## src/rtl/acc_sequencer_if.sv

```systemverilog
// Instruction handshake and ALU bus between the control unit, the accumulator sequencer and the ALU.
// The sequencer uses the slave modport; the master modport is the control-unit/ALU side.
interface acc_sequencer_if #(
    parameter int unsigned WORD = 16
) ();
    logic            op_valid;
    logic            op_ready;
    logic [3:0]      op_code;
    logic [WORD-1:0] op_dr;

    logic [WORD-1:0] alu_ac;
    logic [WORD-1:0] alu_dr;
    logic            alu_e;
    logic [2:0]      alu_select;
    logic [WORD-1:0] alu_out;
    logic            alu_co;
    logic            alu_ovf;
    logic            alu_n;
    logic            alu_z;

    modport master (
        output op_valid, op_code, op_dr,
        input  op_ready,
        input  alu_ac, alu_dr, alu_e, alu_select,
        output alu_out, alu_co, alu_ovf, alu_n, alu_z
    );

    modport slave (
        input  op_valid, op_code, op_dr,
        output op_ready,
        output alu_ac, alu_dr, alu_e, alu_select,
        input  alu_out, alu_co, alu_ovf, alu_n, alu_z
    );
endinterface

```

## src/rtl/acc_sequencer.sv

```systemverilog
// Accumulator-side sequencer: owns AC, E and N/Z/OVF, drives the ALU for one AC-class op per 2 cycles.
// Optional macro ACC_SEQ_STICKY_OVF_EN makes flag_ovf sticky (ADD/INC set it, ovf_clr clears it).
module acc_sequencer #(
    parameter int unsigned WORD = 16
) (
    input  logic            clk,
    input  logic            rst,
    acc_sequencer_if.slave  bus,
    output logic [WORD-1:0] ac,
    output logic            e,
    output logic            flag_n,
    output logic            flag_z,
    output logic            flag_ovf,
    output logic            done,
    output logic            skip,
    input  logic            ovf_clr
);

    localparam logic [3:0] OpAnd = 4'h1;
    localparam logic [3:0] OpAdd = 4'h2;
    localparam logic [3:0] OpLda = 4'h3;
    localparam logic [3:0] OpCla = 4'h4;
    localparam logic [3:0] OpCle = 4'h5;
    localparam logic [3:0] OpCme = 4'h6;
    localparam logic [3:0] OpCma = 4'h7;
    localparam logic [3:0] OpCir = 4'h8;
    localparam logic [3:0] OpCil = 4'h9;
    localparam logic [3:0] OpInc = 4'hA;
    localparam logic [3:0] OpSza = 4'hB;
    localparam logic [3:0] OpSze = 4'hC;
    localparam logic [3:0] OpSpa = 4'hD;
    localparam logic [3:0] OpSna = 4'hE;

    localparam logic [2:0] SelAdd  = 3'd0;
    localparam logic [2:0] SelAnd  = 3'd1;
    localparam logic [2:0] SelTra  = 3'd2;
    localparam logic [2:0] SelCmp  = 3'd3;
    localparam logic [2:0] SelShr  = 3'd4;
    localparam logic [2:0] SelShl  = 3'd5;
    localparam logic [2:0] SelPass = 3'd7;

    typedef enum logic [0:0] {StIdle, StExec} state_e;

    state_e          state_q, state_d;
    logic [WORD-1:0] ac_q, ac_d;
    logic [WORD-1:0] dr_q, dr_d;
    logic [3:0]      op_q, op_d;
    logic            e_q, e_d;
    logic            n_q, n_d;
    logic            z_q, z_d;
    logic            ovf_q, ovf_d;
    logic            done_q, done_d;
    logic            skip_q, skip_d;
    logic            accept;
    logic            ovf_arith;
    logic            ovf_logic;

    // ovf_arith: value written by ADD/INC; ovf_logic: value written by the other flag-setting ops.
`ifdef ACC_SEQ_STICKY_OVF_EN
    assign ovf_arith = ovf_q | bus.alu_ovf;
    assign ovf_logic = ovf_q;
`else
    logic unused_ovf_clr;
    assign ovf_arith      = bus.alu_ovf;
    assign ovf_logic      = 1'b0;
    assign unused_ovf_clr = ovf_clr;
`endif

    assign accept = (state_q == StIdle) && bus.op_valid;

    always_ff @(posedge clk) begin
        if (rst) begin
            state_q <= StIdle;
        end else begin
            state_q <= state_d;
        end
    end

    always_comb begin
        state_d = state_q;
        unique case (state_q)
            StIdle:  if (bus.op_valid) state_d = StExec;
            StExec:  state_d = StIdle;
            default: state_d = StIdle;
        endcase
    end

    always_comb begin
        bus.op_ready   = (state_q == StIdle);
        bus.alu_ac     = ac_q;
        bus.alu_e      = e_q;
        bus.alu_dr     = dr_q;
        bus.alu_select = SelPass;
        if (state_q == StExec) begin
            case (op_q)
                OpAnd:   bus.alu_select = SelAnd;
                OpAdd:   bus.alu_select = SelAdd;
                OpLda:   bus.alu_select = SelTra;
                OpCma:   bus.alu_select = SelCmp;
                OpCir:   bus.alu_select = SelShr;
                OpCil:   bus.alu_select = SelShl;
                OpInc: begin
                    bus.alu_select = SelAdd;
                    bus.alu_dr     = {{(WORD-1){1'b0}}, 1'b1};
                end
                default: bus.alu_select = SelPass;
            endcase
        end
    end

    // Writeback happens only on the edge that leaves EXEC; skip tests see pre-writeback AC/E.
    always_comb begin
        ac_d   = ac_q;
        e_d    = e_q;
        n_d    = n_q;
        z_d    = z_q;
        ovf_d  = ovf_q;
        op_d   = op_q;
        dr_d   = dr_q;
        done_d = 1'b0;
        skip_d = 1'b0;
        if (accept) begin
            op_d = bus.op_code;
            dr_d = bus.op_dr;
        end
        if (state_q == StExec) begin
            done_d = 1'b1;
            case (op_q)
                OpAnd, OpLda, OpCma: begin
                    ac_d  = bus.alu_out;
                    n_d   = bus.alu_n;
                    z_d   = bus.alu_z;
                    ovf_d = ovf_logic;
                end
                OpAdd, OpInc: begin
                    ac_d  = bus.alu_out;
                    e_d   = bus.alu_co;
                    n_d   = bus.alu_n;
                    z_d   = bus.alu_z;
                    ovf_d = ovf_arith;
                end
                OpCir, OpCil: begin
                    ac_d  = bus.alu_out;
                    e_d   = bus.alu_co;
                    n_d   = bus.alu_n;
                    z_d   = bus.alu_z;
                    ovf_d = ovf_logic;
                end
                OpCla: begin
                    ac_d  = '0;
                    n_d   = 1'b0;
                    z_d   = 1'b1;
                    ovf_d = ovf_logic;
                end
                OpCle:   e_d    = 1'b0;
                OpCme:   e_d    = ~e_q;
                OpSza:   skip_d = (ac_q == '0);
                OpSze:   skip_d = ~e_q;
                OpSpa:   skip_d = ~ac_q[WORD-1];
                OpSna:   skip_d = ac_q[WORD-1];
                default: ;
            endcase
        end
`ifdef ACC_SEQ_STICKY_OVF_EN
        if (ovf_clr) ovf_d = 1'b0;
`endif
    end

    always_ff @(posedge clk) begin
        if (rst) begin
            ac_q   <= '0;
            dr_q   <= '0;
            op_q   <= '0;
            e_q    <= 1'b0;
            n_q    <= 1'b0;
            z_q    <= 1'b1;
            ovf_q  <= 1'b0;
            done_q <= 1'b0;
            skip_q <= 1'b0;
        end else begin
            ac_q   <= ac_d;
            dr_q   <= dr_d;
            op_q   <= op_d;
            e_q    <= e_d;
            n_q    <= n_d;
            z_q    <= z_d;
            ovf_q  <= ovf_d;
            done_q <= done_d;
            skip_q <= skip_d;
        end
    end

    assign ac       = ac_q;
    assign e        = e_q;
    assign flag_n   = n_q;
    assign flag_z   = z_q;
    assign flag_ovf = ovf_q;
    assign done     = done_q;
    assign skip     = skip_q;

endmodule

```

## src/flat_wrapper.sv

```systemverilog
// flat-port wrapper written by rule: the top's interface ports become plain ports
module acc_sequencer_flat 
#(
    parameter int unsigned WORD = 16
)
  (clk, rst, ac, e, flag_n, flag_z, flag_ovf, done, skip, ovf_clr, bus_op_valid, bus_op_code, bus_op_dr, bus_op_ready, bus_alu_ac, bus_alu_dr, bus_alu_e, bus_alu_select, bus_alu_out, bus_alu_co, bus_alu_ovf, bus_alu_n, bus_alu_z);
  acc_sequencer_if #(.WORD(WORD)) bus_i ();
  input  logic clk;
  input  logic rst;
  output logic [WORD-1:0] ac;
  output logic e;
  output logic flag_n;
  output logic flag_z;
  output logic flag_ovf;
  output logic done;
  output logic skip;
  input  logic ovf_clr;
  input wire logic [$bits(bus_i.op_valid)-1:0] bus_op_valid;
  input wire logic [$bits(bus_i.op_code)-1:0] bus_op_code;
  input wire logic [$bits(bus_i.op_dr)-1:0] bus_op_dr;
  output wire logic [$bits(bus_i.op_ready)-1:0] bus_op_ready;
  output wire logic [$bits(bus_i.alu_ac)-1:0] bus_alu_ac;
  output wire logic [$bits(bus_i.alu_dr)-1:0] bus_alu_dr;
  output wire logic [$bits(bus_i.alu_e)-1:0] bus_alu_e;
  output wire logic [$bits(bus_i.alu_select)-1:0] bus_alu_select;
  input wire logic [$bits(bus_i.alu_out)-1:0] bus_alu_out;
  input wire logic [$bits(bus_i.alu_co)-1:0] bus_alu_co;
  input wire logic [$bits(bus_i.alu_ovf)-1:0] bus_alu_ovf;
  input wire logic [$bits(bus_i.alu_n)-1:0] bus_alu_n;
  input wire logic [$bits(bus_i.alu_z)-1:0] bus_alu_z;
  assign bus_i.op_valid = bus_op_valid;
  assign bus_i.op_code = bus_op_code;
  assign bus_i.op_dr = bus_op_dr;
  assign bus_op_ready = bus_i.op_ready;
  assign bus_alu_ac = bus_i.alu_ac;
  assign bus_alu_dr = bus_i.alu_dr;
  assign bus_alu_e = bus_i.alu_e;
  assign bus_alu_select = bus_i.alu_select;
  assign bus_i.alu_out = bus_alu_out;
  assign bus_i.alu_co = bus_alu_co;
  assign bus_i.alu_ovf = bus_alu_ovf;
  assign bus_i.alu_n = bus_alu_n;
  assign bus_i.alu_z = bus_alu_z;
  acc_sequencer #(.WORD(WORD)) u_core (.clk(clk), .rst(rst), .bus(bus_i), .ac(ac), .e(e), .flag_n(flag_n), .flag_z(flag_z), .flag_ovf(flag_ovf), .done(done), .skip(skip), .ovf_clr(ovf_clr));
endmodule
```

## config.mk

```make
export PLATFORM = sky130hd
export DESIGN_NAME = acc_sequencer_flat
export DESIGN_NICKNAME = d
export VERILOG_FILES = /design/src/rtl/acc_sequencer_if.sv /design/src/rtl/acc_sequencer.sv /design/src/flat_wrapper.sv
export SDC_FILE = /design/constraint.sdc
export NUM_CORES = 1
export LEC_CHECK = 0
export CELL_PAD_IN_SITES_DETAIL_PLACEMENT = 1
export CELL_PAD_IN_SITES_GLOBAL_PLACEMENT = 1
export CORE_MARGIN = 2
export CORE_UTILIZATION = 30
export CTS_CLUSTER_SIZE = 14
export DETAILED_ROUTE_END_ITERATION = 7
export PLACE_DENSITY_LB_ADDON = 0.1
export SYNTH_ARGS = -nofsm -noshare
export SYNTH_HDL_FRONTEND = slang
export SYNTH_SLANG_ARGS = --single-unit
```

## constraint.sdc

```tcl
create_clock -name clk -period 3.2 [get_ports clk]
set_input_delay 0.8 -clock clk [delete_from_list [all_inputs] [get_ports clk]]
set_output_delay 0.8 -clock clk [all_outputs]
set_load 0.02 [all_outputs]
```

==> summary.md <==
| Metric | Value |
|---|---|
| IO Port Bufs | 101 |
| Minimum period implied by the final worst setup slack | a little under 3 ns |
| Pin count of the biggest net entering global routing | 24 |
| Worst setup EP type | output port |
| Total buffers and inverters traversed by the critical path | 2 |
| Worst voltage drop across the vdd grid | 0.174 mV |
| Cell-by-cell trace of the critical path | nand2b_1 > nor2_1 > nand3_1 > buf_4 > and2_1 > clkdlybuf4s50_1 |
| Detail-routed via count per cell | 4.77 |
| Seq/Total Area, Yosys | 44.5% |
| Initial antenna violation count | 0 |
| Die X | 84.3 µm |
| Unrepaired setup endpoints after global routing | false |
| Flip-flop and latch count after synthesis | 43 |
| Number of ports placed on the die boundary | 103 |
| Largest clock skew in the final design | 0.00311 ns |
| Detailed-route via count | 1,831 |
| Worst min-delay path category | flop to flop |
| Clock tree from TritonCTS | yes |
| Cell types with the largest area share after synthesis | dfxtp_1 45%, nand2_1 8.3%, buf_4 7.0%, a21oi_1 6.0%, and2_1 4.9% |
| Synth cell types | 39 |
| Mapped Area | 1930 µm² |
| CTS Root Buffer Type | clkbuf_8 |
| Row count | 29 |
| Number of placed instances with taps included | 376 |
| Starting Density | 30.8% |
| Area enclosed by the die boundary | 7110 µm² |
| Count of nets left with antenna violations after detail routing | 0 |
| Slowest stage delay, CP | 0.54 ns |
| Largest delay contributor family on the critical path | buffers and inverters |
| Data arrival time of the critical path | 2.18 ns |
| Total of endpoints with negative setup slack in the final report | 0 |
| Max-slew headroom | 50.5% |
| Number of nets in the layout | 350 |
| Num Clock Sinks | 43 |
| Leak | 1.15 nW |
| Syn. warnings | 0 |
| Layout Area Growth over Synthesis | 54.7% |
| Net count after synthesis | 262 |
| Iteration-0 DRC count of the detailed router | 45 |
| Top cell type's share of synthesized area | 44.5% |
| Resized cells post-CTS | 0 |
| Synthesized area per cell | 8.87 µm² |
| Final routed wire length divided by cell count | 14.5 µm |
| Remaining routing DRC violations | 0 |
| TritonCTS buffer count | 5 |
| Worst EP required | approximately 2.4 ns |
| Clock latency at the later pin of the worst-skew pair | 0.30 ns |
| Setup Total Neg Slack | 0 ns |
| Class of the most critical setup path | flop to output port |
| Final Instance Count excl. Fillers | 384 |
| FMAX | 335 MHz |
| Worst-Margin Slew | 0.741 ns |
| N_diodes | 0 |
| Wire length of the first global-routing pass | 9230 µm |
| Hold buffer count at cts | 0 |
| Post-CTS setup buffer count | 0 |
| Critical Path Source Type | flop |
| Final Hold Viols | 0 |
| Routability cong. | 0.735 |
| Clock Pin Slew Worst Setup and Hold Paths | 0.08 ns |
| Cell at the slowest stage of the critical path | clkdlybuf4s50_1 |
| Core area | 6280 µm² |
| Fin. max-slew vios | 0 |
| Total wire length after detailed routing | 5570 µm |
| All-Layer GR Usage | 16.2% |
| Synth area leader | dfxtp_1 |
| First drt pass iteration count | 4 |
| Number of global-route vias before repair | 1,879 |
| Post-Syn Instances | approximately 220 |
| Max Cap Viol | 0 |
| Result of the run | completed |
| Post-route fraction of the period consumed by the critical path | between 90 and 100% |
| Buffer levels on the longest clock path | 2 |
| Share of post-route cells with drive strength above 1 | 10.1% |
| Overflow left after global routing | 0 |
| Peak fanout along the critical path | 10 |
| Ratio of total power to cell area | 385 nW/µm² |
| CTS H-tree lvls | 2 |
| Post-detail-place hpwl | 4100 µm |
| Y dimension of the die | about 84 µm |
through the flow:
stage | total power [mW] | setup WS (ns) | utilization (%) | hold slack (ns) | area [µm²]
final | 1.15 | 0.215 | 47.7 | 0.443 | 2990
after global routing | 1.22 | 0.0429 | 47.7 | 0.490 | 2990
after CTS | 1.17 | 0.108 | 47.7 | 0.447 | 2990
after detailed placement | 0.833 | 0.448 | 46.4 | 0.435 | 2910
after global placement | 0.829 | 0.481 | 46.4 | 0.438 | 2910
after floorplan | 0.711 | 1.11 | - | 0.431 | 1930
cell usage in the layout, fill, tap and decap left out, types with 2 or more instances in the layout:
cell type / n
a22o_1: 9
nand2b_1: 4
mux2_2: 2
inv_1: 4
and2_1: 15
o21bai_1: 2
clkdlybuf4s50_1: 101
nor2_1: 3
a21o_1: 2
dfxtp_1: 43
nand2_1: 43
a21oi_1: 23
a211oi_1: 2
nor3_1: 2
buf_4: 11
nor4_1: 3
nand3_1: 2
clkbuf_8: 5
nor2b_1: 2
clkbuf_1: 2
a22o_2: 8
final cells by class:
cell class	count	area, µm²
Clock buffer	7	76.3
Clock inverter	1	5.00
Fill cell	740	3280
Inverter	5	18.8
Multi-Input combinational cell	139	842
Sequential cell	43	861
Tap cell	77	96.3
Timing Repair Buffer	112	1090
logic make-up (layout without fill, tap and decap cells):
| kind of cell | count (synthesis) | in the layout | share of synthesized area [%] |
|---|---|---|---|
| multiplexers | 3 | 3 | 1.68 |
| AND/OR/NAND/NOR | 82 | 82 | 21.0 |
| AO/OA/AOI/OAI | 54 | 54 | 20.9 |
| flip-flops | 43 | 43 | 44.5 |
| buffers and inverters | 36 | 125 | 12.0 |
worst reg2reg max path, delay by kind of cell, from the launching register on:
kind | cells | cell delay (ns)
AOI/OAI and AO/OA | 3 | 0.97
DFF | 1 | 0.31
buffers and inverters | 2 | 0.43
power breakdown:
| part | internal [mW] | switching (mW) | leakage, nW |
|---|---|---|---|
| sequential | 0.558 | 0.0148 | 0.351 |
| clock | 0.153 | 0.182 | 0.0422 |
| combinational | 0.132 | 0.113 | 0.759 |
final timing paths:
kind,startpoint,to,slack [ns],cells past startpoint
worst max-delay path,u_core.op_q[2],bus_alu_dr[5],0.22,6
worst min-delay path,u_core.flag_z,u_core.flag_z,0.44,2
worst max register to register,u_core.op_q[2],u_core.ac[13],1.44,5
worst min register to register,u_core.flag_z,u_core.flag_z,0.44,2
routing by layer:
layer	global-route usage (%)	part of all wire, %	up-vias
li1	-	-	907
met1	19.9	45	855
met2	27.4	48	62
met3	4.33	5.4	7
met4	5.28	1.2	0
met5	0	0	-
cell usage after synthesis:
cell type and count:
dfxtp_1 43, nand2_1 43, a21oi_1 23, buf_4 18, and2_1 15, a22o_1 9
a22o_2 8, buf_2 5, clkbuf_1 5, inv_1 4, nand2b_1 4, buf_6 3
nor2_1 3, nor4_1 3, a211oi_1 2, a21o_1 2, mux2_2 2, nand3_1 2
nor2b_1 2, nor3_1 2, o21bai_1 2, a2111oi_4 1, a21oi_2 1, a221oi_1 1
a32o_1 1, and2b_1 1, and3_4 1, inv_2 1, mux2i_1 1, nand3b_1 1
nand4_1 1, nor3b_1 1, nor4b_1 1, o2111ai_1 1, o211a_1 1, o21ai_0 1
o22ai_1 1, or3_1 1, or4_1 1
sequential cells by signal, summed over array words and instances (netlist names):
register and cells:
u_core.ac 16, u_core.dr_q 16, u_core.op_q 4, u_core.bus.alu_e 1
u_core.done 1, u_core.flag_n 1, u_core.flag_ovf 1, u_core.flag_z 1
u_core.skip 1, u_core.state_q 1
Power figures use the tool's default switching activity.
